===== src/rtl/gnn_pkg.sv =====
// Shared types and helpers for the GNN datapath blocks.
package gnn_pkg;

  localparam int NUM_NODES = 4;
  localparam int NUM_FEAT  = 4;

  typedef enum logic [1:0] {IDLE, COMPUTE, DONE} comb_state_t;

  // ReLU followed by a clamp to the largest positive value of an out_width-bit signed result.
  function automatic logic [31:0] sat_relu(input logic signed [31:0] acc, input int out_width);
    logic signed [31:0] max_val;
    max_val = (32'sd1 <<< (out_width - 1)) - 32'sd1;
    if (acc < 0)
      return '0;
    else if (acc > max_val)
      return max_val;
    else
      return acc;
  endfunction

endpackage


===== src/rtl/gnn_mac.sv =====
// Signed multiply-accumulate with a registered accumulator; sum is the value the next enabled edge stores.
module gnn_mac #(
  parameter int A_WIDTH   = 7,
  parameter int B_WIDTH   = 5,
  parameter int ACC_WIDTH = 14
) (
  input  logic                        clk,
  input  logic                        rst_n,
  input  logic                        en,
  input  logic                        load,
  input  logic signed [A_WIDTH-1:0]   a,
  input  logic signed [B_WIDTH-1:0]   b,
  output logic signed [ACC_WIDTH-1:0] sum
);

  localparam int P_WIDTH = A_WIDTH + B_WIDTH;

  logic signed [P_WIDTH-1:0]   a_ext;
  logic signed [P_WIDTH-1:0]   b_ext;
  logic signed [P_WIDTH-1:0]   prod;
  logic signed [ACC_WIDTH-1:0] prod_ext;
  logic signed [ACC_WIDTH-1:0] acc;

  always_comb begin
    a_ext    = {{B_WIDTH{a[A_WIDTH-1]}}, a};
    b_ext    = {{A_WIDTH{b[B_WIDTH-1]}}, b};
    prod     = a_ext * b_ext;
    prod_ext = {{(ACC_WIDTH-P_WIDTH){prod[P_WIDTH-1]}}, prod};
    sum      = load ? prod_ext : acc + prod_ext;
  end

  always_ff @(posedge clk or negedge rst_n) begin
    if (!rst_n)
      acc <= '0;
    else if (en)
      acc <= sum;
  end

endmodule


===== src/rtl/combination_engine.sv =====
// GNN combination stage: y[n][j] = sat(ReLU(sum_k agg[n][k]*W[k][j])) using one time-multiplexed MAC.
// state   | meaning
// IDLE    | waiting for a graph; weight writes accepted
// COMPUTE | 64 MAC cycles, cnt = {n, j, k}
// DONE    | one-cycle ready pulse
module combination_engine
  import gnn_pkg::*;
#(
  parameter int IN_WIDTH  = 7,
  parameter int W_WIDTH   = 5,
  parameter int OUT_WIDTH = 8
) (
  input  logic                     clk,
  input  logic                     rst_n,
  input  logic                     in_ready_combination,
  input  logic [16*IN_WIDTH-1:0]   agg_flat,
  input  logic                     w_we,
  input  logic [3:0]               w_addr,
  input  logic [W_WIDTH-1:0]       w_data,
  output logic [16*OUT_WIDTH-1:0]  comb_flat,
  output logic                     out_ready_combination,
  output logic                     busy,
  output logic                     err_drop
);

  localparam int ACC_WIDTH = IN_WIDTH + W_WIDTH + 2;
  localparam int NUM_IN    = NUM_NODES * NUM_FEAT;

  comb_state_t state, state_nxt;
  logic [5:0]  cnt;
  logic [1:0]  n_idx, j_idx, k_idx;

  logic signed [W_WIDTH-1:0]   weights [NUM_IN];
  logic signed [IN_WIDTH-1:0]  feats   [NUM_IN];
  logic signed [IN_WIDTH-1:0]  mac_a;
  logic signed [W_WIDTH-1:0]   mac_b;
  logic signed [ACC_WIDTH-1:0] mac_sum;
  logic [OUT_WIDTH-1:0]        sat_val;

  assign {n_idx, j_idx, k_idx} = cnt;
  assign mac_a   = feats[{n_idx, k_idx}];
  assign mac_b   = weights[{k_idx, j_idx}];
  assign sat_val = OUT_WIDTH'(sat_relu(32'(mac_sum), OUT_WIDTH));

  gnn_mac #(
    .A_WIDTH   (IN_WIDTH),
    .B_WIDTH   (W_WIDTH),
    .ACC_WIDTH (ACC_WIDTH)
  ) u_mac (
    .clk   (clk),
    .rst_n (rst_n),
    .en    (state == COMPUTE),
    .load  (k_idx == 2'd0),
    .a     (mac_a),
    .b     (mac_b),
    .sum   (mac_sum)
  );

  always_ff @(posedge clk or negedge rst_n) begin
    if (!rst_n)
      state <= IDLE;
    else
      state <= state_nxt;
  end

  always_comb begin
    state_nxt = state;
    case (state)
      IDLE:    if (in_ready_combination) state_nxt = COMPUTE;
      COMPUTE: if (cnt == 6'd63) state_nxt = DONE;
      DONE:    state_nxt = IDLE;
      default: state_nxt = IDLE;
    endcase
  end

  always_comb begin
    busy                  = (state != IDLE);
    out_ready_combination = (state == DONE);
  end

  always_ff @(posedge clk or negedge rst_n) begin
    if (!rst_n) begin
      cnt       <= '0;
      err_drop  <= 1'b0;
      comb_flat <= '0;
      for (int i = 0; i < NUM_IN; i++) begin
        weights[i] <= '0;
        feats[i]   <= '0;
      end
    end else begin
      if (in_ready_combination && state != IDLE)
        err_drop <= 1'b1;
      case (state)
        IDLE: begin
          if (w_we)
            weights[w_addr] <= w_data;
          if (in_ready_combination) begin
            cnt <= '0;
            for (int i = 0; i < NUM_IN; i++)
              feats[i] <= agg_flat[i*IN_WIDTH +: IN_WIDTH];
          end
        end
        COMPUTE: begin
          cnt <= cnt + 6'd1;
          // mac_sum already includes the k=3 term, so the finished dot product lands this edge
          if (k_idx == 2'd3)
            comb_flat[int'({n_idx, j_idx})*OUT_WIDTH +: OUT_WIDTH] <= sat_val;
        end
        default: ;
      endcase
    end
  end

endmodule


===== config.mk =====
export PLATFORM = sky130hd
export DESIGN_NAME = combination_engine
export DESIGN_NICKNAME = d
export VERILOG_FILES = /design/src/rtl/gnn_pkg.sv /design/src/rtl/gnn_mac.sv /design/src/rtl/combination_engine.sv
export SDC_FILE = /design/constraint.sdc
export NUM_CORES = 1
export LEC_CHECK = 0
export ABC_AREA = 1
export BUFFER_PORTS_ARGS = -buffer_cell sky130_fd_sc_hd__buf_2
export CAP_MARGIN = 25
export CORE_MARGIN = 2
export CORE_UTILIZATION = 50
export CTS_CLUSTER_SIZE = 24
export DETAILED_ROUTE_END_ITERATION = 10
export PLACE_DENSITY = 0.85
export SYNTH_ARGS = -nofsm -noshare
export SYNTH_HDL_FRONTEND = slang
export SYNTH_SLANG_ARGS = --single-unit

===== constraint.sdc =====
create_clock -name clk -period 6.35 [get_ports clk]
set_input_delay 0.635 -clock clk [delete_from_list [all_inputs] [get_ports clk]]
set_output_delay 0.635 -clock clk [all_outputs]
set_load 0.02 [all_outputs]

# Word level (Yosys, flattened, before mapping)
# Index checks and enable logic that the tools add are counted.
dict set report word_totals {
  regBits 343
  word_cells 87
}
dict set report op_classes {
  n_eq_ne 6
  n_reduce_logical 11
  shift 2
  mul 1
  mux 18
  n_bitwise 3
  n_addsub 3
  magnitude_cmp 6
}
# cell count
set op_table {}
lappend op_table {{$bwmux W128} 1}
lappend op_table {{$shift A8 B33 Y128 const A} 1}
lappend op_table {{$shiftx A8 B33 Y128} 1}
lappend op_table {{$bwmux W80} 1}
lappend op_table {{$neg A7 Y33} 1}
lappend op_table {{$bmux W7 S4} 1}
lappend op_table {{$bmux W5 S4} 1}
lappend op_table {{$demux W5 S4} 1}
lappend op_table {{$mux W8} 2}
lappend op_table {{$ge A5 B5 Y1 const B} 3}
lappend op_table {{$mux W5} 3}
lappend op_table {{$not A4 Y5} 3}
lappend op_table {{$add A14 B12 Y14} 1}
lappend op_table {{$gt A14 B8 Y1 const B} 1}
lappend op_table {{$lt A14 B1 Y1 const B} 1}
lappend op_table {{$mux W14} 1}
lappend op_table {{$mux W7} 2}
lappend op_table {{$mul A7 B5 Y12} 1}
lappend op_table {{$pmux W6 S2} 1}
lappend op_table {{$reduce_and A2 Y1} 5}
lappend op_table {{$add A6 B1 Y6 const B} 1}
lappend op_table {{$eq A6 B6 Y1 const B} 1}
lappend op_table {{$mux W6} 1}
lappend op_table {{$lt A5 B1 Y1 const B} 1}
lappend op_table {{other kinds (8)} 14}

# Logic depth before layout (Yosys ltp)
# Gate-level depths: netlist of the first run.
dict set report logic_depth {
  ltp_word 12
  mapped_depth 41
  depth_no_buf 40
}

# Modules after synthesis
# A second synthesis of the first run with hierarchy kept.
dict set report hier_totals {
  hier_cells 2243
  hier_area_um2 17583.1
}
# module cells_each instances area_per_inst_um2
set modules_own_cells {}
lappend modules_own_cells {combination_engine 1819 1 14752.9}
lappend modules_own_cells {gnn_mac 424 1 2830.2}

# Worst setup path before layout of the first run
# No wires, ideal clock.
dict set report synth_timing {
  kind {flip-flop to flip-flop}
  startpoint {register cnt[2]}
  endpoint {register comb_flat[17]}
  n_path_buf 4
  stages_incl_launch_ff 38
  t_arrival_ns 5.891
  synth_period_minus_slack_ns 6.006
  t_required_ns 6.234
  slack_ns 0.344
  path_cell_list {dfrtp_1 inv_1 buf_2 buf_2 buf_2 buf_2 o21ai_0 o221ai_1 o211ai_1 nand3_1 nand2_1 inv_1 fa_1 fa_1 inv_1 fa_1 inv_1 ha_1 [2 not listed] a21oi_1 or2_1 nand2_1 inv_1 ha_1 nand2_1 nor2_1 nand3_1 nand3_1 nand2_1 nand3_1 nand2_1 nor2_4 nand4_1 nand4_2 nor2_2 nor2_1 nor2_1}
}
dict set report synth_between {
  elab_chain_len 12
}
# element line
set synth_lines {}
lappend synth_lines {{start: declaration} combination_engine.sv:30} ;# logic [5:0] cnt;
lappend synth_lines {{start signal: assignment} combination_engine.sv:104} ;# cnt <= cnt + 6'd1;
lappend synth_lines {{$not A4 Y5 (implied by the code)} combination_engine.sv:42} ;# assign mac_b = weights[{k_idx, j_idx}];
lappend synth_lines {{$bmux W5 S4} combination_engine.sv:42}
lappend synth_lines {{$mux W5 (implied by the code) (2 in series)} combination_engine.sv:42}
lappend synth_lines {{$mul A7 B5 Y12} gnn_mac.sv:27} ;# prod = a_ext * b_ext;
lappend synth_lines {{$add A14 B12 Y14} gnn_mac.sv:29} ;# sum = load ? prod_ext : acc + prod_ext;
lappend synth_lines {{$mux W14} gnn_mac.sv:29}
lappend synth_lines {{$gt A14 B8 Y1} gnn_pkg.sv:15} ;# else if (acc > max_val)
lappend synth_lines {{$mux W8} gnn_pkg.sv:15}
lappend synth_lines {{$mux W8} gnn_pkg.sv:13} ;# if (acc < 0)
lappend synth_lines {{$shiftx A8 B33 Y128} combination_engine.sv:107} ;# comb_flat[int'({n_idx, j_idx})*OUT_WIDTH +: OUT_WIDTH] <= sat_val;
lappend synth_lines {{$bwmux W128 (*)} combination_engine.sv:107}
lappend synth_lines {{end signal: indexed assignment} combination_engine.sv:107}
lappend synth_lines {{end: declaration} combination_engine.sv:20} ;# output logic [16*OUT_WIDTH-1:0] comb_flat,
# Mark *: on every way between the ends. The rest lies on a longest branch, timed or not. The select of a mux whose other input is x is not followed.
# A chain may end at the register's enable or synchronous reset.

# Final worst setup path of the first run
dict set report layout_timing {
  startpoint {register cnt[1]}
  endpoint {register comb_flat[26]}
}
dict set report layout_between {
  elab_chain_len 12
}
# element line
set layout_lines {}
lappend layout_lines {{$not A4 Y5 (on tied branches)} {combination_engine.sv:41, combination_engine.sv:42}}
lappend layout_lines {{$bmux W7 S4 / $bmux W5 S4 (equally long branches)} {combination_engine.sv:41, combination_engine.sv:42}}
lappend layout_lines {{$mux W7 (implied by the code) / $mux W5 (equally long branches) (2 in series)} {combination_engine.sv:41, combination_engine.sv:42}}
lappend layout_lines {{$mul A7 B5 Y12} gnn_mac.sv:27}
lappend layout_lines {{$add A14 B12 Y14} gnn_mac.sv:29}
lappend layout_lines {{$mux W14} gnn_mac.sv:29}
lappend layout_lines {{$gt A14 B8 Y1} gnn_pkg.sv:15}
lappend layout_lines {{$mux W8} gnn_pkg.sv:15}
lappend layout_lines {{$mux W8} gnn_pkg.sv:13}
lappend layout_lines {{$shiftx A8 B33 Y128} combination_engine.sv:107}
lappend layout_lines {{$bwmux W128} combination_engine.sv:107}
# Several ways; a longest one is shown, not always the timed one. The select of a mux whose other input is x is not followed.

==> results of run 1 <==
==> layout by cell type, fill, tap and decap left out, types with 25 or more instances in the layout <==
cell type  Yosys  final
inv_1        202    189
inv_2         17     28
o21ai_1       13     35
nor2_4         6     26
o21ai_0      220    188
nand2_2        5     25
clkbuf_16      0     40
nand2_1      786    760
nor2_1       221    191
dfrtp_1      343    341
nand3_1       83     69
buf_4          3     84
buf_2         31    254
==> routing by layer <==
metal,global-route usage (%),vias up,part of all wire (%)
met5,0,-,0
met4,11.9,0,4.5
met3,4.46,192,8.5
met2,46.0,989,49
met1,35.2,7999,38
li1,-,7689,-
==> worst max-delay path: cells and delay by family, from the launching register on <==
kind	cells	cell delay (ps)
DFF	1	440
and+or+nand+nor	23	2510
adders and majority gates	5	1930
AOI/OAI and AO/OA	2	260
buffers and inverters	10	1150
==> synth_stat cells (2+ instances only) <==
library cell | n | area share, %
a21oi_1 | 36 | 1.0
a221oi_1 | 8 | 0.40
a22oi_1 | 9 | 0.39
a31oi_1 | 3 | 0.11
and2_1 | 2 | 0.072
buf_1 | 5 | 0.11
buf_2 | 31 | 0.89
buf_4 | 3 | 0.13
clkbuf_1 | 50 | 1.1
clkinv_1 | 2 | 0.043
dfrtp_1 | 343 | 49
fa_1 | 24 | 2.7
ha_1 | 39 | 2.8
inv_1 | 202 | 4.3
inv_2 | 17 | 0.37
nand2_1 | 786 | 17
nand2_2 | 5 | 0.18
nand3_1 | 83 | 2.4
nand3b_1 | 3 | 0.13
nand4_1 | 16 | 0.57
nand4_2 | 11 | 0.79
nand4_4 | 5 | 0.61
nor2_1 | 221 | 4.7
nor2_2 | 14 | 0.50
nor2_4 | 6 | 0.39
nor3_1 | 4 | 0.11
nor3_2 | 4 | 0.23
o2111ai_1 | 5 | 0.25
o211ai_1 | 8 | 0.34
o21ai_0 | 220 | 6.3
o21ai_1 | 13 | 0.37
o21bai_1 | 2 | 0.086
o221ai_1 | 4 | 0.20
o22ai_1 | 12 | 0.43
or2_2 | 4 | 0.14
xor2_1 | 3 | 0.15
==> what timing repair did <==
item                                    4_1_cts  5_1_grt
endpoints found under the setup margin      113      113
cloned                                        0        2
setup buffers                                 2       25
gates resized for setup                      30      221
hold buffers                                  0        0
pin swaps                                    12       94
==> cell families after synthesis <==
logic type               Yosys count
buffers and inverters            312
XOR/XNOR                           4
adder cells (fa/ha/maj)           63
AND/OR/NAND/NOR                 1168
AO/OA/AOI/OAI                    324
flip-flops                       343
==> registers in the layout, summed over array words and instances (netlist names) <==
signal	flops
comb_flat	128
u_mac.acc	14
err_drop	1
weights	80
state	2
cnt	6
feats	112
==> area by class of cell <==
type	instances	area share, %
inverter	221	3.79
clock inverter	13	0.608
multi-input combinational	1559	38.3
clock buffer	54	4.91
sequential	343	38.7
timing repair buffer	375	11.2
tap	455	2.56
==> final timing paths <==
check | end | slack (ps) | cells past startpoint | start
min in group clk | feats[110] | 290 | 3 | agg_flat[5]
setup / recovery | comb_flat[26] | -100 | 40 | cnt[1]
hold reg to reg | comb_flat[23] | 460 | 2 | comb_flat[23]
setup reg to reg | comb_flat[26] | -100 | 40 | cnt[1]
max in group asynchronous | feats[95] | 4770 | 2 | rst_n
hold / removal | weights[37] | 100 | 1 | rst_n
==> per-stage QoR <==
step | util (%) | hold slack (ps) | setup TNS [ps] | instances | setup WS [ps]
2_1_floorplan | - | 339 | 0 | 2214 | 344
3_5_place_dp | 57.3 | 447 | -19530 | 2924 | -258
6_report | 64.5 | 104 | -571 | 3020 | -95.4
5_1_grt | 64.5 | 190 | -25350 | 3020 | -368
3_3_place_gp | 57.3 | 448 | -687 | 2924 | -38.8
4_1_cts | 61.3 | 146 | -72.1 | 2993 | -20.7
==> reports/metrics.yaml, run 1 <==
run_status:
  status: "finished with violations"
  violations: "setup timing"
drt:
  routed-via-count: 16900
  drt_iter0_markers: 1406
  antenna_left: 0
  drc_errors: 0
  viasPerCell: 5.59
  routedWlPerCell_um: 17.7
  wl_um: 53400
  drt_first_pass_iters: 5
clock_network:
  clock_path_buffers: 3
  cts.clk_slew.worst_paths_ps: 70
  cts-root-buf: "clkbuf_16"
  cts_buffers: 37
  htree_levels: 2
  numClockSinks: 343
  clk_latency_ps: 540
  cts_tree: "built"
placement:
  hpwlAfterDp_um: 35500
  place_congestion: 0.897
  io_buffers: 255
  place_area_um2: 19800
yosys:
  synth_edf_count: 0
  synth_cell_types: 47
  synth_seq_cells: 343
  synth-simple-area-share_pct: 27.9
  yosysWarningCount: 0
  synth_compound_area_share_pct: 10.1
  synth_fa_ha_area_share_pct: 5.54
  synth_top_family_by_area: "simple AND/OR/NAND/NOR gates"
  synthMuxAreaShare_pct: 0
  syn_area_um2: 17500
  synth_xor_area_share_pct: 0.200
  syn-num-nets: 2402
  async_flop_share_pct: 100
  synthFlopType: "dfrtp_1"
  synth.yosys.seq_area_share_pct: 49.1
  syn_area_per_cell_um2: 7.90
  syn_inst: 2214
sta:
  min_period_over_period_pct: 102
  finalSetupViolCount: 29
  hold_violations: 0
  slew_viol_final: 0
  worst_slack_ps: -95.4
  fmax_ghz: 0.155
  grt_setup_unrepaired: "true"
  period_minus_slack_ps: 6450
  worst_slew_pin_slew_ps: 1130
  clock_skew_ps: 23.5
  slew_headroom_pct: 24.9
global_route:
  grt_usage_pct: 27.4
  grt_pass1_wl_um: 80500
  grt_max_degree: 195
  overflow: 0
  antenna_found_initial: 0
  grt_pass1_vias: 16100
worst_setup_path:
  critPathKind: "reg -> reg"
  critical_path.endpoint_type: "flop"
  required_ps: 6770
  start_kind: "flop"
  critPathMaxStageDelay_ps: 560
  arrival_ps: 6870
  critical-path-slowest-cell: "fa_1"
  path_max_fanout: 7
min_path:
  hp-class: "in -> async"
floorplanning:
  core_area_um2: 34500
  die_w_um: 191
  chipHeight_um: 191
  initial_core_util_pct: 50.7
  num_io_pins: 256
  rows: 68
  die-area_um2: 36500
run:
  cap_violations: 0
final_layout:
  synthToLayoutAreaGrowth_pct: 27.0
  antenna_cells: 0
  final_nets: 2725
  ff_latch_area_um2: 8590
  num-fill-cells: 2604
  drive_gt1_share_pct: 25.2
  multi_input_area_um2: 8510
  final_area_um2: 22200
Power of run 1 is not shown: default switching activity piles up to over one toggle a cycle in this logic, so the estimate is an artifact.
==> inputs of run 2 (changes only) <==
--- a/config.mk
+++ b/config.mk
@@ -5,14 +5,15 @@
 export SDC_FILE = /design/constraint.sdc
 export NUM_CORES = 1
 export LEC_CHECK = 0
-export ABC_AREA = 1
 export BUFFER_PORTS_ARGS = -buffer_cell sky130_fd_sc_hd__buf_2
 export CAP_MARGIN = 25
 export CORE_MARGIN = 2
 export CORE_UTILIZATION = 50
 export CTS_CLUSTER_SIZE = 24
 export DETAILED_ROUTE_END_ITERATION = 10
+export GPL_TIMING_DRIVEN = 0
 export PLACE_DENSITY = 0.85
+export SLEW_MARGIN = 20
 export SYNTH_ARGS = -nofsm -noshare
 export SYNTH_HDL_FRONTEND = slang
 export SYNTH_SLANG_ARGS = --single-unit
==> run 2 against run 1 <==
The flow still finishes with violations (setup timing). Synthesized cell count shrank 29%. Global-route usage fell by 0.61 points. First-iteration DRC count shrank 26%. Setup slack lost 580 ps. Clock-buffer cell count is 8 lower. Wire length down 7.1%. Maximum frequency shrank 8.3%. Largest cell class is now multi-input combinational cells. Highest routed layer unchanged.
==> reports/metrics.yaml, run 2 <==
run_status:
  status: "finished with violations"
  violations: "setup timing"
yosys:
  yosys-top-cells-area: "dfrtp_1 (51%), nand2_1 (12%), mux4_2 (7.8%)"
  synth_commonest_cells: "nand2_1 (519), dfrtp_1 (343), mux2_2 (82)"
  async_flop_share_pct: 100  # unchanged
  synth_top_area_share_pct: 51.2  # +2.1 points
  synth_edf_count: 0  # unchanged
  yosysWarningCount: 0  # unchanged
  synth.yosys.seq_area_share_pct: 51.2  # +2.1 points
  synth_seq_cells: 343  # unchanged
  syn_area_per_cell_um2: 10.7  # +35%
  syn-num-nets: 1759  # -27%
  synthFlopType: "dfrtp_1"
  yosysMostFrequentCell: "nand2_1"
  yosys.area.top_type: "dfrtp_1"
  syn_area_um2: 16700  # -4.2%
  syn_inst: 1571  # -29%
  synth_cell_types: 64  # +36%
clock_network:
  cts-root-buf: "clkbuf_16"
  cts_tree: "built"
  cts_hold_buf: 0  # unchanged
  clk_latency_ps: 520  # -20 ps
  cts.clk_slew.worst_paths_ps: 60  # about the same
  cts_buffers: 36  # -2.7%
  clock_path_buffers: 3  # unchanged
  htree_levels: 2  # unchanged
  numClockSinks: 343  # unchanged
worst_setup_path:
  required_ps: 6740  # -30 ps
  r2r_start: "cnt[2]"
  path_max_fanout: 7  # unchanged
  reg2reg_to: "comb_flat[82]"
  critical_path.endpoint_type: "flop"
  reg2reg_depth: 27  # -33%
  start_kind: "flop"
  r2r_setup_slack_ps: -680  # -580 ps
  critPathKind: "reg -> reg"
  arrival_ps: 7410  # +540 ps
floorplanning:
  chipHeight_um: 187  # -2.1%
  rows: 67  # -1.5%
  die-area_um2: 35000  # -4.1%
  die_w_um: 187  # -2.1%
  core_area_um2: 33300  # -3.4%
  num_io_pins: 256  # unchanged
  initial_core_util_pct: 50.3  # -0.41 points
final_layout:
  num-fill-cells: 2289  # -12%
  regMostFlops: "comb_flat"
  final_nets: 2136  # -22%
  layout_common_cells: "nand2_1 (515), dfrtp_1 (343), buf_2 (252)"
  largest_reg_flops: 128  # unchanged
  layoutNonFillerInstCount: 2416  # -20%
  drive_gt1_share_pct: 37.7  # +13 points
  synthToLayoutAreaGrowth_pct: 30.1
  final_common_cell: "nand2_1"
  largestRegisters: "comb_flat x128, feats x112, weights x80"
global_route:
  grt_max_degree: 93  # -52%
  grt_pass1_vias: 14100  # -13%
  overflow: 0  # unchanged
  grt_pass1_wl_um: 74500  # -7.4%
  antenna_found_initial: 0  # unchanged
  grt_usage_pct: 26.8  # -0.61 points
sta:
  worst_slack_ps: -677  # -581 ps
  fmax_ghz: 0.142  # -8.3%
  finalSetupViolCount: 114  # +290%
  finalSetupTns_ps: -70530  # -69,960 ps
  grt_setup_unrepaired: "true"
  period_minus_slack_ps: 7030  # +581 ps
  worst_slew_pin_slew_ps: 1010  # -112 ps
  min_period_over_period_pct: 111  # +9.2 points
  hold_violations: 0  # unchanged
  clock_skew_ps: 27.8  # +4.29 ps
  slew_viol_final: 0  # unchanged
  slew_headroom_pct: 31.9  # +6.9 points
min_path:
  hp-class: "in -> async"
placement:
  hpwlAfterDp_um: 32200  # -9.2%
  io_buffers: 253  # -0.78%
  placedCellCount: 2275  # -22%
  place_congestion: 0.864  # -3.8%
  dp_slack_ps: -1280  # -1020 ps
run:
  cap_violations: 0  # unchanged
drt:
  routedWlPerCell_um: 20.5  # +16%
  antenna_left: 0  # unchanged
  drt_iter0_markers: 1045  # -26%
  drc_errors: 0  # unchanged
  drt_first_pass_iters: 6  # +1
  routed-via-count: 13800  # -18%
  wl_um: 49600  # -7.1%
  viasPerCell: 5.71  # +2.3%
==> run 2: cell families after synthesis <==
kind of cell | after synthesis | synth area share, %
buffers and inverters | 114 | 3.03
xor gates and xnor gates | 17 | 0.971
muxes | 147 | 13.7
and+or+nand+nor | 670 | 17.3
AOI/OAI and AO/OA | 217 | 7.94
adders and majority gates | 63 | 5.78
DFF | 343 | 51.2
==> run 2: how the worst max path moves through the flow <==
| stage | from | end | cells after the start |
|---|---|---|---|
| 2_1_floorplan | cnt[2] | comb_flat[107] | 23 |
| 3_3_place_gp | rst_n | comb_flat[55] | 1 |
| 3_5_place_dp | cnt[1] | comb_flat[0] | 22 |
| 4_1_cts | cnt[2] | comb_flat[0] | 25 |
| 5_1_grt | cnt[2] | comb_flat[0] | 28 |
| 6_report | cnt[2] | comb_flat[82] | 27 |
==> run 2: area by class of cell <==
class                           instances  area (um2)  share of cell area, %
Clock buffer                           46         998                   4.58
Timing Repair Buffer                  339        2220                   10.2
Inverter                               49         184                  0.844
Multi-Input combinational cell       1114        8630                   39.6
Tap cell                              448         561                   2.57
Antenna cell                            1        2.50                 0.0115
Buffer                                 65         541                   2.48
Clock inverter                         11        78.8                  0.362
Sequential cell                       343        8580                   39.4
==> run 2: stage by stage <==
stage	utilization [%]	cell area, um2	hold slack (ps)
after CTS	62.5	20800	119
final	65.5	21800	96.9
after detailed placement	56.8	18900	456
after global routing	65.5	21800	139
after global placement	56.5	18800	437
after floorplan	-	17000	339
==> run 2: critical path: stages (launching register included) <==
cell	delay, ps
dfrtp_1	370
buf_6	120
buf_12	100
clkbuf_16	130
mux4_2	500
mux4_2	580
buf_6	170
and2_4	150
fa_1	490
fa_1	500
inv_1	50
fa_1	490
inv_2	40
ha_4	240
a21o_1	190
buf_4	140
a221oi_4	330
nor3_4	90
ha_4	320
and4_4	240
o21ai_1	100
a2111oi_4	470
o2111ai_4	190
buf_12	190
nor4_4	240
buf_4	190
buf_4	170
o21ai_1	80
==> run 2: routing by layer <==
| metal | GRT usage (%) | vias up | wire length, um |
|---|---|---|---|
| met5 | 0 | - | 0 |
| met4 | 12.8 | 0 | 2610 |
| met3 | 4.20 | 170 | 3290 |
| met2 | 45.3 | 672 | 24600 |
| met1 | 34.1 | 6889 | 19000 |
| li1 | - | 6074 | - |
==> run 2: repair_timing <==
item,CTS,global route
resized for setup,108,138
hold endpoints to repair,0,0
setup endpoints to repair,117,117
buffers inserted,38,38
pin swaps,34,63
cloned,6,4
Power of run 2 is left out for the same reason.
==> inputs of run 3 (changes only) <==
--- a/config.mk
+++ b/config.mk
@@ -7,12 +7,13 @@
 export LEC_CHECK = 0
 export BUFFER_PORTS_ARGS = -buffer_cell sky130_fd_sc_hd__buf_2
 export CAP_MARGIN = 25
-export CORE_MARGIN = 2
-export CORE_UTILIZATION = 50
+export CELL_PAD_IN_SITES_DETAIL_PLACEMENT = 1
+export CELL_PAD_IN_SITES_GLOBAL_PLACEMENT = 2
+export CORE_UTILIZATION = 33
 export CTS_CLUSTER_SIZE = 24
 export DETAILED_ROUTE_END_ITERATION = 10
 export GPL_TIMING_DRIVEN = 0
-export PLACE_DENSITY = 0.85
+export PLACE_DENSITY = 0.87
 export SLEW_MARGIN = 20
 export SYNTH_ARGS = -nofsm -noshare
 export SYNTH_HDL_FRONTEND = slang
==> run 3 against run 2 <==
Register-to-register slack lost 20 ps. Critical path depth rose by 1. Sequential cell count unchanged. Sequential share of layout area decreased by 1.3 points. Clock skew down 7.4 ps. First-iteration DRC count fell by 32%. Final cell count is 9.6% higher. Wire length rose by 11%. Via count is 2.5% lower. The flow still finishes with violations (setup timing). Global-route usage is 6.0 points lower.
==> reports/metrics.yaml, run 3 (synthesized netlist as in run 2, its figures left out) <==
run_status:
  status: "finished with violations"
  violations: "setup timing"
run:
  cap_violations: 0  # unchanged
clock_network:
  cts_buffers: 39  # +8.3%
  clock_path_buffers: 3  # unchanged
  cts-root-buf: "clkbuf_16"
  clk_latency_ps: 570  # +50 ps
  cts.clk_slew.worst_paths_ps: 70  # about the same
  htree_levels: 2  # unchanged
  cts_tree: "built"
  numClockSinks: 343  # unchanged
sta:
  worst_slew_pin_slew_ps: 1120  # +110 ps
  clock_skew_ps: 20.4  # -7.43 ps
  grt_setup_unrepaired: "true"
  min_period_over_period_pct: 111  # +0.25 points
  finalSetupTns_ps: -69590  # +936 ps
  period_minus_slack_ps: 7040  # +15.7 ps
  finalSetupViolCount: 114  # unchanged
  hold_violations: 0  # unchanged
  slew_headroom_pct: 24.5  # -7.4 points
  fmax_ghz: 0.142  # -0.22%
  slew_viol_final: 0  # unchanged
  worst_slack_ps: -692  # -15.7 ps
worst_setup_path:
  critical-path-slowest-cell: "mux4_2"
  start_kind: "flop"
  r2r_start: "cnt[0]"
  r2r_setup_slack_ps: -690  # -20 ps
  critPathMaxStageDelay_ps: 560  # -20 ps
  cpMostUsedCell: "buf_12"
  critPathKind: "reg -> reg"
  path_max_fanout: 7  # unchanged
  reg2reg_to: "comb_flat[38]"
  required_ps: 6800  # +60 ps
  reg2reg_depth: 28  # +3.7%
  critical_path.endpoint_type: "flop"
  arrival_ps: 7490  # +80 ps
final_layout:
  regMostFlops: "comb_flat"
  final_nets: 2135  # -0.047%
  drive_gt1_share_pct: 38.9  # +1.2 points
  layout_common_cells: "nand2_1 (515), dfrtp_1 (343), buf_2 (253)"
  synthToLayoutAreaGrowth_pct: 34.7
  largestRegisters: "comb_flat x128, feats x112, weights x80"
  num-fill-cells: 5539  # +140%
  final_common_cell: "nand2_1"
  largest_reg_flops: 128  # unchanged
  antenna_cells: 0  # -1
  layoutNonFillerInstCount: 2649  # +9.6%
  utilization_pct: 45.1  # -20 points
global_route:
  grt_pass1_wl_um: 82300  # +10%
  antenna_found_initial: 2  # +2
  grt_max_degree: 103  # +11%
  grt_pass1_vias: 14300  # +1.6%
  grt_usage_pct: 20.9  # -6.0 points
  overflow: 0  # unchanged
placement:
  dp_slack_ps: -1720  # -446 ps
  hpwlAfterDp_um: 37300  # +16%
  io_buffers: 253  # unchanged
  placedCellCount: 2501  # +9.9%
  place_congestion: 0.835  # -3.3%
drt:
  drc_errors: 0  # unchanged
  routed-via-count: 13500  # -2.5%
  viasPerCell: 5.08  # -11%
  routedWlPerCell_um: 20.7  # +1.0%
  wl_um: 54900  # +11%
  drt_iter0_markers: 707  # -32%
  antenna_left: 0  # unchanged
  drt_first_pass_iters: 6  # unchanged
floorplanning:
  rows: 82  # +22%
  die-area_um2: 51700  # +48%
  num_io_pins: 256  # unchanged
  initial_core_util_pct: 33.5  # -17 points
  chipHeight_um: 227  # +22%
  die_w_um: 227  # +22%
  core_area_um2: 50100  # +50%
min_path:
  holdPathEnd: "feats[41]"
  hold_start: "agg_flat[76]"
  hold_path_depth: 3
  hp-class: "in -> reg"
## run 3: how the worst max path moves through the flow
stage	cells past startpoint	endpoint	start
finish	28	comb_flat[38]	cnt[0]
floorplan	23	comb_flat[107]	cnt[2]
global route	28	comb_flat[33]	cnt[0]
CTS	25	comb_flat[64]	cnt[2]
global placement	1	feats[67]	rst_n
detailed placement	22	comb_flat[0]	cnt[1]
## run 3: timing repair
action                                  CTS  global route
endpoints found under the setup margin  119           117
cloned                                    6             3
resized for setup                       152           130
pin swaps                                43            74
hold buffers                              1             0
buffers inserted                         42            26
endpoints found under the hold margin    11             0
## run 3: worst max-delay path, delay by kind of cell, from the launching register on
kind | cells | cell delay, ps
xor gates and xnor gates | 1 | 180
and+or+nand+nor | 3 | 550
muxes | 3 | 1450
adders and majority gates | 5 | 1940
AOI/OAI and AO/OA | 8 | 1310
DFF | 1 | 430
buffers and inverters | 8 | 1020
## run 3: final cells by class
class	count	area [um2]	share of cell area, %
Inverter	49	185	0.821
Timing Repair Buffer	335	2260	10.0
Buffer	65	578	2.56
Clock buffer	48	1060	4.70
Sequential cell	343	8580	38.0
Multi-Input combinational cell	1114	8670	38.4
Clock inverter	23	394	1.75
Tap cell	672	841	3.73
## run 3: metal layers
layer	track usage [%]	vias up	share of wire, %
li1	-	6095	-
met1	27.1	6887	42
met2	35.6	374	50
met3	3.34	94	5.1
met4	6.47	4	2.5
met5	0	-	0.029
## run 3: stage by stage
stage	hold slack (ps)	instance area (um2)
finish	268	22600
global route	255	22600
CTS	247	21700
detailed placement	446	19200
global placement	440	19100
floorplan	339	17000
Power of run 3 is left out for the same reason.
